===== src/rtl/countdown_ctrl_pkg.sv =====
// Shared definitions for the mm:ss countdown controller and its BCD counters.
package countdown_ctrl_pkg;

    typedef enum logic [1:0] {
        ST_IDLE  = 2'd0,
        ST_RUN   = 2'd1,
        ST_PAUSE = 2'd2,
        ST_ALARM = 2'd3
    } state_t;

    localparam int          BCD_DIGIT_W = 4;
    localparam logic [7:0]  SEC_MAX     = 8'h59;

    // Convert a small decimal constant (0..99) to two packed BCD digits.
    function automatic logic [7:0] int_to_bcd(input int v);
        logic [BCD_DIGIT_W-1:0] hi;
        logic [BCD_DIGIT_W-1:0] lo;
        hi = BCD_DIGIT_W'(v / 10);
        lo = BCD_DIGIT_W'(v % 10);
        return {hi, lo};
    endfunction

    // Next value up, with carry from the low digit into the high digit.
    function automatic logic [7:0] bcd_up(input logic [7:0] v);
        logic [BCD_DIGIT_W-1:0] hi;
        logic [BCD_DIGIT_W-1:0] lo;
        hi = v[7:4];
        lo = v[3:0];
        if (lo == 4'd9) begin
            return {hi + 4'd1, 4'd0};
        end
        return {hi, lo + 4'd1};
    endfunction

    // Next value down, borrowing x0 -> (x-1)9.
    function automatic logic [7:0] bcd_down(input logic [7:0] v);
        logic [BCD_DIGIT_W-1:0] hi;
        logic [BCD_DIGIT_W-1:0] lo;
        hi = v[7:4];
        lo = v[3:0];
        if (lo == 4'd0) begin
            return {hi - 4'd1, 4'd9};
        end
        return {hi, lo - 4'd1};
    endfunction

endpackage


===== src/rtl/countdown_ctrl_bcd_pair_counter.sv =====
// Two-digit BCD up/down counter wrapping between 00 and MAX.
// borrow is a same-cycle indication that a decrement is wrapping 00 -> MAX,
// so a more significant counter can take its decrement on the same edge.
module bcd_pair_counter
    import countdown_ctrl_pkg::*;
#(
    parameter logic [7:0] MAX = SEC_MAX
) (
    input  logic       clk,
    input  logic       rst,
    input  logic       inc,
    input  logic       dec,
    input  logic       clr,
    output logic [7:0] value,
    output logic       is_zero,
    output logic       borrow
);

    logic [7:0] value_d;

    // Next value: clear beats decrement beats increment.
    always_comb begin
        value_d = value;
        if (clr) begin
            value_d = 8'h00;
        end else if (dec) begin
            value_d = (value == 8'h00) ? MAX : bcd_down(value);
        end else if (inc) begin
            value_d = (value == MAX) ? 8'h00 : bcd_up(value);
        end
    end

    // Value register.
    always_ff @(posedge clk) begin
        if (rst) begin
            value <= 8'h00;
        end else begin
            value <= value_d;
        end
    end

    assign is_zero = (value == 8'h00);
    assign borrow  = dec && !clr && (value == 8'h00);

endmodule


===== src/rtl/countdown_ctrl.sv =====
// Minutes:seconds countdown controller.
//
//   state | meaning
//   ------+-----------------------------------------------------------
//   IDLE  | setting mm:ss with the inc buttons, timer stopped
//   RUN   | counting down one second per tick, timer enabled
//   PAUSE | value frozen, timer stopped (partial second is discarded)
//   ALARM | expired at 00:00, alarm held for ALARM_TICKS ticks
module countdown_ctrl
    import countdown_ctrl_pkg::*;
#(
    parameter int MAX_MIN     = 59,
    parameter int ALARM_TICKS = 5
) (
    input  logic       clk,
    input  logic       rst,
    input  logic       tick,
    input  logic       btn_start,
    input  logic       btn_clear,
    input  logic       btn_min_inc,
    input  logic       btn_sec_inc,
    output logic       run,
    output logic [7:0] min_bcd,
    output logic [7:0] sec_bcd,
    output logic       alarm,
    output logic [1:0] state
);

    localparam logic [7:0] MIN_MAX_BCD = int_to_bcd(MAX_MIN);
    localparam logic [3:0] ALARM_LAST  = 4'(ALARM_TICKS);

    state_t     state_q;
    state_t     state_d;
    logic [3:0] alarm_cnt;
    logic [3:0] alarm_cnt_d;
    logic       run_d;
    logic       alarm_d;

    logic       sec_inc;
    logic       sec_dec;
    logic       min_inc;
    logic       sec_zero;
    logic       min_zero;
    logic       sec_borrow;
    logic       min_borrow;
    logic       will_expire;
    logic       set_allowed;

    bcd_pair_counter #(.MAX(SEC_MAX)) u_sec (
        .clk     (clk),
        .rst     (rst),
        .inc     (sec_inc),
        .dec     (sec_dec),
        .clr     (btn_clear),
        .value   (sec_bcd),
        .is_zero (sec_zero),
        .borrow  (sec_borrow)
    );

    bcd_pair_counter #(.MAX(MIN_MAX_BCD)) u_min (
        .clk     (clk),
        .rst     (rst),
        .inc     (min_inc),
        .dec     (sec_borrow),
        .clr     (btn_clear),
        .value   (min_bcd),
        .is_zero (min_zero),
        .borrow  (min_borrow)
    );

    // The tick that lands on 00:01 is the one that reaches 00:00.
    assign will_expire = min_zero && (sec_bcd == 8'h01);

    // State, alarm counter and registered outputs.
    always_ff @(posedge clk) begin
        if (rst) begin
            state_q   <= ST_IDLE;
            alarm_cnt <= 4'd0;
            run       <= 1'b0;
            alarm     <= 1'b0;
        end else begin
            state_q   <= state_d;
            alarm_cnt <= alarm_cnt_d;
            run       <= run_d;
            alarm     <= alarm_d;
        end
    end

    // Next-state decode; priority is clear, then tick, then start.
    always_comb begin
        state_d = state_q;
        case (state_q)
            ST_IDLE: begin
                if (!btn_clear && btn_start && !(sec_zero && min_zero)) begin
                    state_d = ST_RUN;
                end
            end
            ST_RUN: begin
                if (btn_clear) begin
                    state_d = ST_IDLE;
                end else if (tick && will_expire) begin
                    state_d = ST_ALARM;
                end else if (btn_start) begin
                    state_d = ST_PAUSE;
                end
            end
            ST_PAUSE: begin
                if (btn_clear) begin
                    state_d = ST_IDLE;
                end else if (btn_start) begin
                    state_d = ST_RUN;
                end
            end
            ST_ALARM: begin
                if (btn_clear || btn_start) begin
                    state_d = ST_IDLE;
                end else if (tick && (alarm_cnt + 4'd1 == ALARM_LAST)) begin
                    state_d = ST_IDLE;
                end
            end
            default: state_d = ST_IDLE;
        endcase
    end

    // Counter controls, alarm count and output decode of the next state.
    always_comb begin
        set_allowed = (state_q == ST_IDLE) && !btn_clear && !btn_start;
        sec_inc     = set_allowed && btn_sec_inc;
        min_inc     = set_allowed && btn_min_inc;
        sec_dec     = (state_q == ST_RUN) && tick && !btn_clear;

        alarm_cnt_d = 4'd0;
        if ((state_q == ST_ALARM) && (state_d == ST_ALARM)) begin
            alarm_cnt_d = tick ? alarm_cnt + 4'd1 : alarm_cnt;
        end

        run_d   = (state_d == ST_RUN) || (state_d == ST_ALARM);
        alarm_d = (state_d == ST_ALARM);
    end

    assign state = state_q;

endmodule


===== config.mk =====
export PLATFORM = sky130hd
export DESIGN_NAME = countdown_ctrl
export DESIGN_NICKNAME = d
export VERILOG_FILES = /design/src/rtl/countdown_ctrl_pkg.sv /design/src/rtl/countdown_ctrl_bcd_pair_counter.sv /design/src/rtl/countdown_ctrl.sv
export SDC_FILE = /design/constraint.sdc
export NUM_CORES = 1
export LEC_CHECK = 0
export BUFFER_PORTS_ARGS = -buffer_cell sky130_fd_sc_hd__buf_2
export CAP_MARGIN = 10
export CORE_MARGIN = 3
export CORE_UTILIZATION = 43
export CTS_BUF_LIST = sky130_fd_sc_hd__clkbuf_16
export DETAILED_ROUTE_END_ITERATION = 8
export SYNTH_ARGS = -nofsm -noshare
export SYNTH_HDL_FRONTEND = slang
export SYNTH_HIERARCHICAL = 1
export SYNTH_SLANG_ARGS = --single-unit
export TNS_END_PERCENT = 10

===== constraint.sdc =====
create_clock -name clk -period 3.8 [get_ports clk]
set_input_delay 0.38 -clock clk [delete_from_list [all_inputs] [get_ports clk]]
set_output_delay 0.38 -clock clk [all_outputs]
set_load 0.02 [all_outputs]

==> out/results.ini, run 1 <==
[status]
status = complete, no violations

[synth]
syn-cell-area_sq_um = 1768
syn_area_per_cell_sq_um = 8.974
syn_nets = 212
ys_warn_count = 6
post_synth_inst_count = 197

[final_layout]
final_util = 0.5148
layout_commonest_cell = buf_2
area_growth_pct = 10.62
n_fill_cell = 349
drive_gt1_frac = 0.2361
diodes = 0
final_nets = 232
final_cell_mix = buf_2 (26), dfxtp_1 (23), nand2_1 (12), nor2_1 (10), a21oi_1 (10)

[drt]
wl_met2_microns = 1860
wl_met1_microns = 1786
wl_met3_microns = 110
drt_iter0_markers = 86
drc = 0
vias_per_cell = 5.693
drtPass1Iterations = 4
vias = 1503
finalWirelength_microns = 3815
ant_nets = 0
highest_layer = met4
post_drt_wl_per_cell_microns = 14.45

[worst_setup_path]
worstSetupPathType = flip-flop to flip-flop
crit_family = simple AND/OR/NAND/NOR gates
crit_path_max_incr_delay_ns = 0.45
cp.required_ns = 3.95
cp_max_fo = 10
cp.depth = 9
worst_setup_path_start_kind = flip-flop
cp.arrival_ns = 2.69
timing.rr.end = u_min/value[4]
cp_slowest_cell = dfxtp_1
startpoint = state[0]
timing.rr.start = state[0]
ff2ff_path_depth = 9
r2r_setup_slack_ns = 1.26
critPathCapture = u_min/value[4]
cp.buffers_inverters = 1
end_kind = flip-flop
crit_chain = and2b_1 > and3b_1 > nand2_1 > nor3_1 > buf_4 > and3b_1 > a22o_2 > a21boi_1 > o211a_1
crit_top_cell = and3b_1

[global_route]
grt_pass1_vias = 1408
grt_usage = 0.1568
grt_max_degree = 14
grt_overflow = 0
grt_pass1_wl_microns = 6472
grt_antenna_before_repair = 0

[power_and_ir_drop]
ir_drop_mv = 0.1619
p_total_mw = 0.4983
power_frac_comb = 0.050
power_switching_mw = 0.1052
p_per_area_nw_per_um2 = 254.8
p_leak_nw = 0.7618
seqPwrFrac = 0.489
switching_share = 0.2112
p_int_mw = 0.3931
p_clk_frac = 0.461

[placement]
gpl.final_weighted_congestion = 0.8677
dp_slack_ns = 1.279
dp_hpwl_microns = 2780
io_buffers = 26

[clock_network]
cts_max_level = 1
cts_root_buf = clkbuf_16
ctsHoldBuffers = 0
cts_inserted_buffers = 3
cts.sinks = 23
cts.path.max_buffers = 2
postCtsSetupRepairBufs = 0
clk_latency_ns = 0.26
clk_pin_slew_ns = 0.06
cts_tree = built
cts_resized = 0

[timing]
fmax_mhz = 394.0
finalCritPeriodShare = 0.6680
finalCriticalPeriod_ns = 2.538
finalClockSkew_ns = 0.004081
worst_pin_slew_ns = 0.5262
slew_headroom = 0.6487
setup_tns_ns = 0
hold_viol = 0
drv_slew = 0
fin_ws_ns = 1.262
rsz0062_at_grt = no
setup_viol = 0

[floorplanning]
die-area_sq_um = 4917
start_util = 0.4654
dieWidth_microns = 70.12
ios = 27
num_rows = 22
die_height_microns = 70.12
core_sq_um = 3799

[flow_run]
drv_cap = 0

[min_path]
hold_class = input port to flip-flop

## how the worst min path moves through the flow
stage,from,endpoint,slack (ns),cells after the start
after floorplan,btn_start,state[1],0.54,2
after global placement,alarm_cnt[3],alarm_cnt[3],0.57,2
after detailed placement,alarm_cnt[1],alarm_cnt[1],0.58,2
after CTS,btn_start,state[1],0.46,3
after global routing,rst,u_min/value[4],0.49,3
final,btn_start,state[1],0.47,3
## power groups by stage
stage | logic (mW) | registers, mW | clock network (mW)
2_1_floorplan | 0.0168 | 0.249 | 0
4_1_cts | 0.0247 | 0.244 | 0.237
5_1_grt | 0.0272 | 0.244 | 0.249
3_3_place_gp | 0.0242 | 0.249 | 0
3_5_place_dp | 0.0245 | 0.249 | 0
6_report | 0.0247 | 0.244 | 0.230
## sequential cells by signal, summed over array words and instances (netlist names)
signal,flops
alarm,1
alarm_cnt,4
state,2
u_min/value,8
u_sec/value,8
## final cells by class
type                    count  area [sq um]  share of cell area
inverters                   9         33.78             0.01727
multi-input cells         153          1184              0.6052
clock buffers               3         75.07             0.03839
flip-flops and latches     23         460.4              0.2354
repair buffers             27         137.6             0.07038
clock inverters             1         5.005            0.002559
well taps                  48         60.06             0.03071
## metrics by stage
step	cells	hold WS (ns)	instance area, sq um
finish	264	0.4652	1956
global route	264	0.4869	1956
CTS	264	0.4563	1956
detailed placement	260	0.5829	1876
global placement	260	0.5742	1876
floorplan	197	0.5409	1768
## per-layer routing
metal / global-route usage / vias up
met2: 0.2760 / 17
li1: - / 769
met3: 0.03309 / 6
met5: 0 / -
met4: 0.04468 / 0
met1: 0.1909 / 711
## tightest hold or removal path, delay by kind of cell
family | cells | cell delay (ns)
buffers and inverters | 1 | 0.13
AO/OA/AOI/OAI | 2 | 0.17
Note: power is estimated with default switching activity, not from simulation.
==> run 2: changes to the inputs <==
--- a/config.mk
+++ b/config.mk
@@ -5,6 +5,7 @@
 export SDC_FILE = /design/constraint.sdc
 export NUM_CORES = 1
 export LEC_CHECK = 0
+export ABC_AREA = 1
 export BUFFER_PORTS_ARGS = -buffer_cell sky130_fd_sc_hd__buf_2
 export CAP_MARGIN = 10
 export CORE_MARGIN = 3
==> constraint.sdc (replaced) <==
create_clock -name clk -period 2.37 [get_ports clk]
set_input_delay 0.237 -clock clk [delete_from_list [all_inputs] [get_ports clk]]
set_output_delay 0.237 -clock clk [all_outputs]
set_load 0.02 [all_outputs]
==> run 2 against run 1 <==
Fmax increased by 19%. Via count increased by 27%. Non-clock buffer count increased by 1. Synthesized cell count increased by 55%. Register-to-register slack got worse by 1.0 ns. Final area increased by 6.7%. Critical path depth unchanged. Die area increased by 2.8%. Critical path type unchanged. Cell count increased by 45%. Total power increased by 70%.
==> out/results.ini, run 2 <==
[worst_setup_path]
end_kind = flip-flop
cp_max_fo = 9
worstSetupPathType = flip-flop to flip-flop
cp.arrival_ns = 2.28
cp.required_ns = 2.52
worst_setup_path_start_kind = flip-flop

[clock_network]
cts_resized = 0
cts.sinks = 23
clk_pin_slew_ns = 0.06
clk_latency_ns = 0.25
ctsHoldBuffers = 0
postCtsSetupRepairBufs = 0
cts_max_level = 1
cts_tree = built
cts_root_buf = clkbuf_16
cts.path.max_buffers = 2
cts_inserted_buffers = 3

[timing]
hold_ws_ns = 0.1873
finalClockSkew_ns = 0.001777
worst_pin_slew_ns = 0.5989
fmax_mhz = 468.9
hold_viol = 0
setup_tns_ns = 0
finalCriticalPeriod_ns = 2.133
rsz0062_at_grt = no
drv_slew = 0
setup_viol = 0
finalCritPeriodShare = 0.8998
slew_headroom = 0.5993

[power_and_ir_drop]
p_leak_nw = 1.098
p_per_area_nw_per_um2 = 405.0
ir_drop_mv = 0.3261

[drt]
ant_nets = 0
drtPass1Iterations = 4
vias = 1913
post_drt_wl_per_cell_microns = 10.41
drc = 0
vias_per_cell = 4.995
drt_iter0_markers = 115
finalWirelength_microns = 3987

[synth]
ys_warn_count = 6
post_synth_inst_count = 306
syn-cell-area_sq_um = 1823
syn_area_per_cell_sq_um = 5.958
syn_nets = 321

[global_route]
grt_overflow = 0
gr-usage-met1 = 0.2207
grt_pass1_vias = 1613
grt_util_met3 = 0.02273
grt_max_degree = 13
grt-busiest-layer = met2
grt_usage = 0.1642
grt_pass1_wl_microns = 6920
grt_antenna_before_repair = 0
use_met2 = 0.2760

[floorplanning]
num_rows = 23
core_sq_um = 4058
ios = 27
die_height_microns = 71.11
die-area_sq_um = 5057
start_util = 0.4493
dieWidth_microns = 71.11

[final_layout]
drive_gt1_frac = 0.1772
area_growth_pct = 14.48
layout_commonest_cell = nand2_1
final_cell_mix = nand2_1 (101), nor2_1 (44), inv_1 (32), buf_2 (26), dfxtp_1 (23)
final_nets = 349
largest_registers = u_min/value x8, u_sec/value x8, alarm_cnt x4
diodes = 0

[placement]
dp_hpwl_microns = 3177
io_buffers = 26
gpl.final_weighted_congestion = 0.8331

[flow_run]
drv_cap = 0

[status]
status = complete, no violations

[min_path]
hold_class = input port to flip-flop

==> run 2: worst paths after layout <==
kind | startpoint | to | slack, ns | cells after the start
max | state[1] | u_min/value[5] | 0.24 | 9
min | rst | state[0] | 0.19 | 2
max reg2reg | state[1] | u_min/value[5] | 0.24 | 9
min reg2reg | alarm_cnt[0] | alarm_cnt[0] | 0.53 | 2
==> run 2: worst max-delay path: stages (launching register included) <==
cell     delay, ns
dfxtp_1       0.36
nor4_2        0.43
nand3_4       0.18
nor3_4        0.34
or2_1         0.32
nand2_2       0.10
nor2_2        0.12
nand2_1       0.06
nor2_1        0.08
nor2_1        0.04
==> run 2: layout make-up <==
| class | count | area [sq um] |
|---|---|---|
| Fill cell | 456 | 1971 |
| Multi-Input combinational cell | 241 | 1201 |
| Sequential cell | 23 | 460.4 |
| Timing Repair Buffer | 28 | 145.1 |
| Inverter | 37 | 138.9 |
| Clock buffer | 3 | 75.07 |
| Tap cell | 50 | 62.56 |
| Clock inverter | 1 | 3.754 |
==> run 2: report_power, final <==
part           internal [mW]  switching [mW]
clock network          0.225           0.138
logic                 0.0283          0.0550
registers              0.391         0.00810
total                  0.644           0.201
==> run 2: per-layer routing <==
metal  vias up  routed length [microns]
li1       1017                        -
met1       857                     1970
met2        34                     1822
met3         5                      156
met4         0                       38
met5         -                        0
==> run 2: per-stage QoR <==
step / utilization / area (sq um) / std cells / total power, mW / setup slack (ns)
global placement: 0.4934 / 2002 / 379 / 0.4911 / 0.2017
finish: 0.5143 / 2087 / 383 / 0.8453 / 0.2374
CTS: 0.5128 / 2081 / 383 / 0.8583 / 0.1361
floorplan: - / 1834 / 306 / 0.4685 / 0.1328
detailed placement: 0.4934 / 2002 / 379 / 0.4907 / 0.09215
global route: 0.5143 / 2087 / 383 / 0.8860 / 0.03097
==> run 3: changes to the inputs <==
--- a/config.mk
+++ b/config.mk
@@ -8,7 +8,7 @@
 export ABC_AREA = 1
 export BUFFER_PORTS_ARGS = -buffer_cell sky130_fd_sc_hd__buf_2
 export CAP_MARGIN = 10
-export CORE_MARGIN = 3
+export CORE_MARGIN = 1
 export CORE_UTILIZATION = 43
 export CTS_BUF_LIST = sky130_fd_sc_hd__clkbuf_16
 export DETAILED_ROUTE_END_ITERATION = 8
==> run 3 against run 2 <==
Critical path depth up 1. Count of clock-buffer cells in the layout unchanged. Via count shrank 3.1%. Die area decreased by 11%. Critical path type unchanged. Global-route usage is 2.3 points higher. First-iteration DRC count shrank 5.2%. Core utilization grew 0.18 points. Largest cell class unchanged. Hold slack gained 0.0056 ns.
==> out/results.ini, run 3 (synthesis results as in run 2) <==
[status]
status = complete, no violations

[global_route]
grt_antenna_before_repair = 0
grt_pass1_vias = 1501
grt_pass1_wl_microns = 6458
grt_max_degree = 13
grt_overflow = 0
grt_usage = 0.1877

[worst_setup_path]
cp.depth = 10
crit_path_max_incr_delay_ns = 0.44
crit_chain = inv_1 > nor4_2 > nand3_4 > nor3_4 > or2_1 > nand2_2 > nor2_2 > nand2_1 > nor2_1 > nor2_1
timing.rr.start = state[0]
cp_slowest_cell = dfxtp_1
worst_setup_path_start_kind = flip-flop
crit_family = simple AND/OR/NAND/NOR gates
crit_top_cell = nor2_1
cp.buffers_inverters = 1
worstSetupPathType = flip-flop to flip-flop
end_kind = flip-flop
ff2ff_path_depth = 10
cp.required_ns = 2.52
r2r_setup_slack_ns = 0.22
cp.arrival_ns = 2.30
timing.rr.end = u_min/value[5]
cp_max_fo = 9

[timing]
setup_viol = 0
drv_slew = 0
finalClockSkew_ns = 0.001220
finalCritPeriodShare = 0.9073
hold_viol = 0
rsz0062_at_grt = no
slew_headroom = 0.6314
worst_pin_slew_ns = 0.5508
finalCriticalPeriod_ns = 2.150
fmax_mhz = 465.1
setup_tns_ns = 0
hold_ws_ns = 0.1929

[min_path]
holdPathEnd = state[0]
hold_depth = 2
min-delay-start = rst
hold_class = input port to flip-flop

[floorplanning]
die_height_microns = 67.11
start_util = 0.4525
dieWidth_microns = 67.11
die-area_sq_um = 4504
core_sq_um = 4029
ios = 27
num_rows = 23

[clock_network]
cts_tree = built
cts_inserted_buffers = 3
ctsHoldBuffers = 0
cts_max_level = 1
cts_resized = 0
clk_pin_slew_ns = 0.06
clk_latency_ns = 0.25
cts.path.max_buffers = 2
cts.sinks = 23
cts_root_buf = clkbuf_16
postCtsSetupRepairBufs = 0

[final_layout]
diodes = 0
final_nets = 348
final_util = 0.5161
final_cell_mix = nand2_1 (101), nor2_1 (44), inv_1 (32), buf_2 (26), dfxtp_1 (23)
largest_registers = u_min/value x8, u_sec/value x8, alarm_cnt x4
drive_gt1_frac = 0.1747
n_fill_cell = 425
regArea_sq_um = 460.4
multi_input_area_sq_um = 1201
area_growth_pct = 14.07
layout_commonest_cell = nand2_1

[drt]
drt_iter0_markers = 109
vias = 1854
wl_met2_microns = 1789
ant_nets = 0
drtPass1Iterations = 4
drc = 0
wl_met1_microns = 1944
post_drt_wl_per_cell_microns = 10.36
wl_met3_microns = 173
finalWirelength_microns = 3956
highest_layer = met4
vias_per_cell = 4.853

[flow_run]
drv_cap = 0

[placement]
gpl.final_weighted_congestion = 0.8739
io_buffers = 26
dp_hpwl_microns = 3074

[power_and_ir_drop]
p_total_mw = 0.8437
p_per_area_nw_per_um2 = 405.7
ir_drop_mv = 0.3259
p_leak_nw = 1.091

-- run 3: cell count changes in the layout (fill, tap and decap cells not counted) --
| cell | change |
|---|---|
| buf_4 | -1 |
-- run 3: worst register-to-register path: cells and delay by family, from the launching register on --
kind / cells / cell delay (ns)
DFF: 1 / 0.44
and+or+nand+nor: 9 / 1.48
buffers and inverters: 1 / 0.12
-- run 3: how the worst max path moves through the flow --
stage / endpoint / slack, ns / from
after floorplan: u_min/value[5] / 0.13 / state[0]
after global placement: u_min/value[5] / 0.21 / tick
after detailed placement: u_min/value[5] / 0.12 / state[0]
after CTS: u_min/value[5] / 0.11 / state[0]
after global routing: u_min/value[5] / 0.03 / state[0]
final: u_min/value[5] / 0.22 / state[0]
-- run 3: cell type report --
| type | instances | share of cell area |
|---|---|---|
| Clock buffer | 3 | 0.03610 |
| Clock inverter | 1 | 0.001805 |
| Sequential cell | 23 | 0.2214 |
| Inverter | 37 | 0.06679 |
| Multi-Input combinational cell | 241 | 0.5776 |
| Tap cell | 50 | 0.03008 |
| Timing Repair Buffer | 27 | 0.06619 |
-- run 3: metrics by stage --
| stage | setup slack [ns] | instance area [sq um] | std cells |
|---|---|---|---|
| after floorplan | 0.1328 | 1834 | 306 |
| after global placement | 0.2098 | 1994 | 378 |
| after global routing | 0.02520 | 2079 | 382 |
| after CTS | 0.1131 | 2073 | 382 |
| after detailed placement | 0.1198 | 1994 | 378 |
| final | 0.2197 | 2079 | 382 |
-- run 3: where the power goes --
group,switching (mW),internal [mW]
registers,0.00895,0.391
clock network,0.137,0.225
logic,0.0547,0.0276
-- run 3: metal layers --
layer	vias up	track usage
li1	1013	-
met1	799	0.2400
met2	37	0.3113
met3	5	0.03596
met4	0	0.06383
met5	-	0
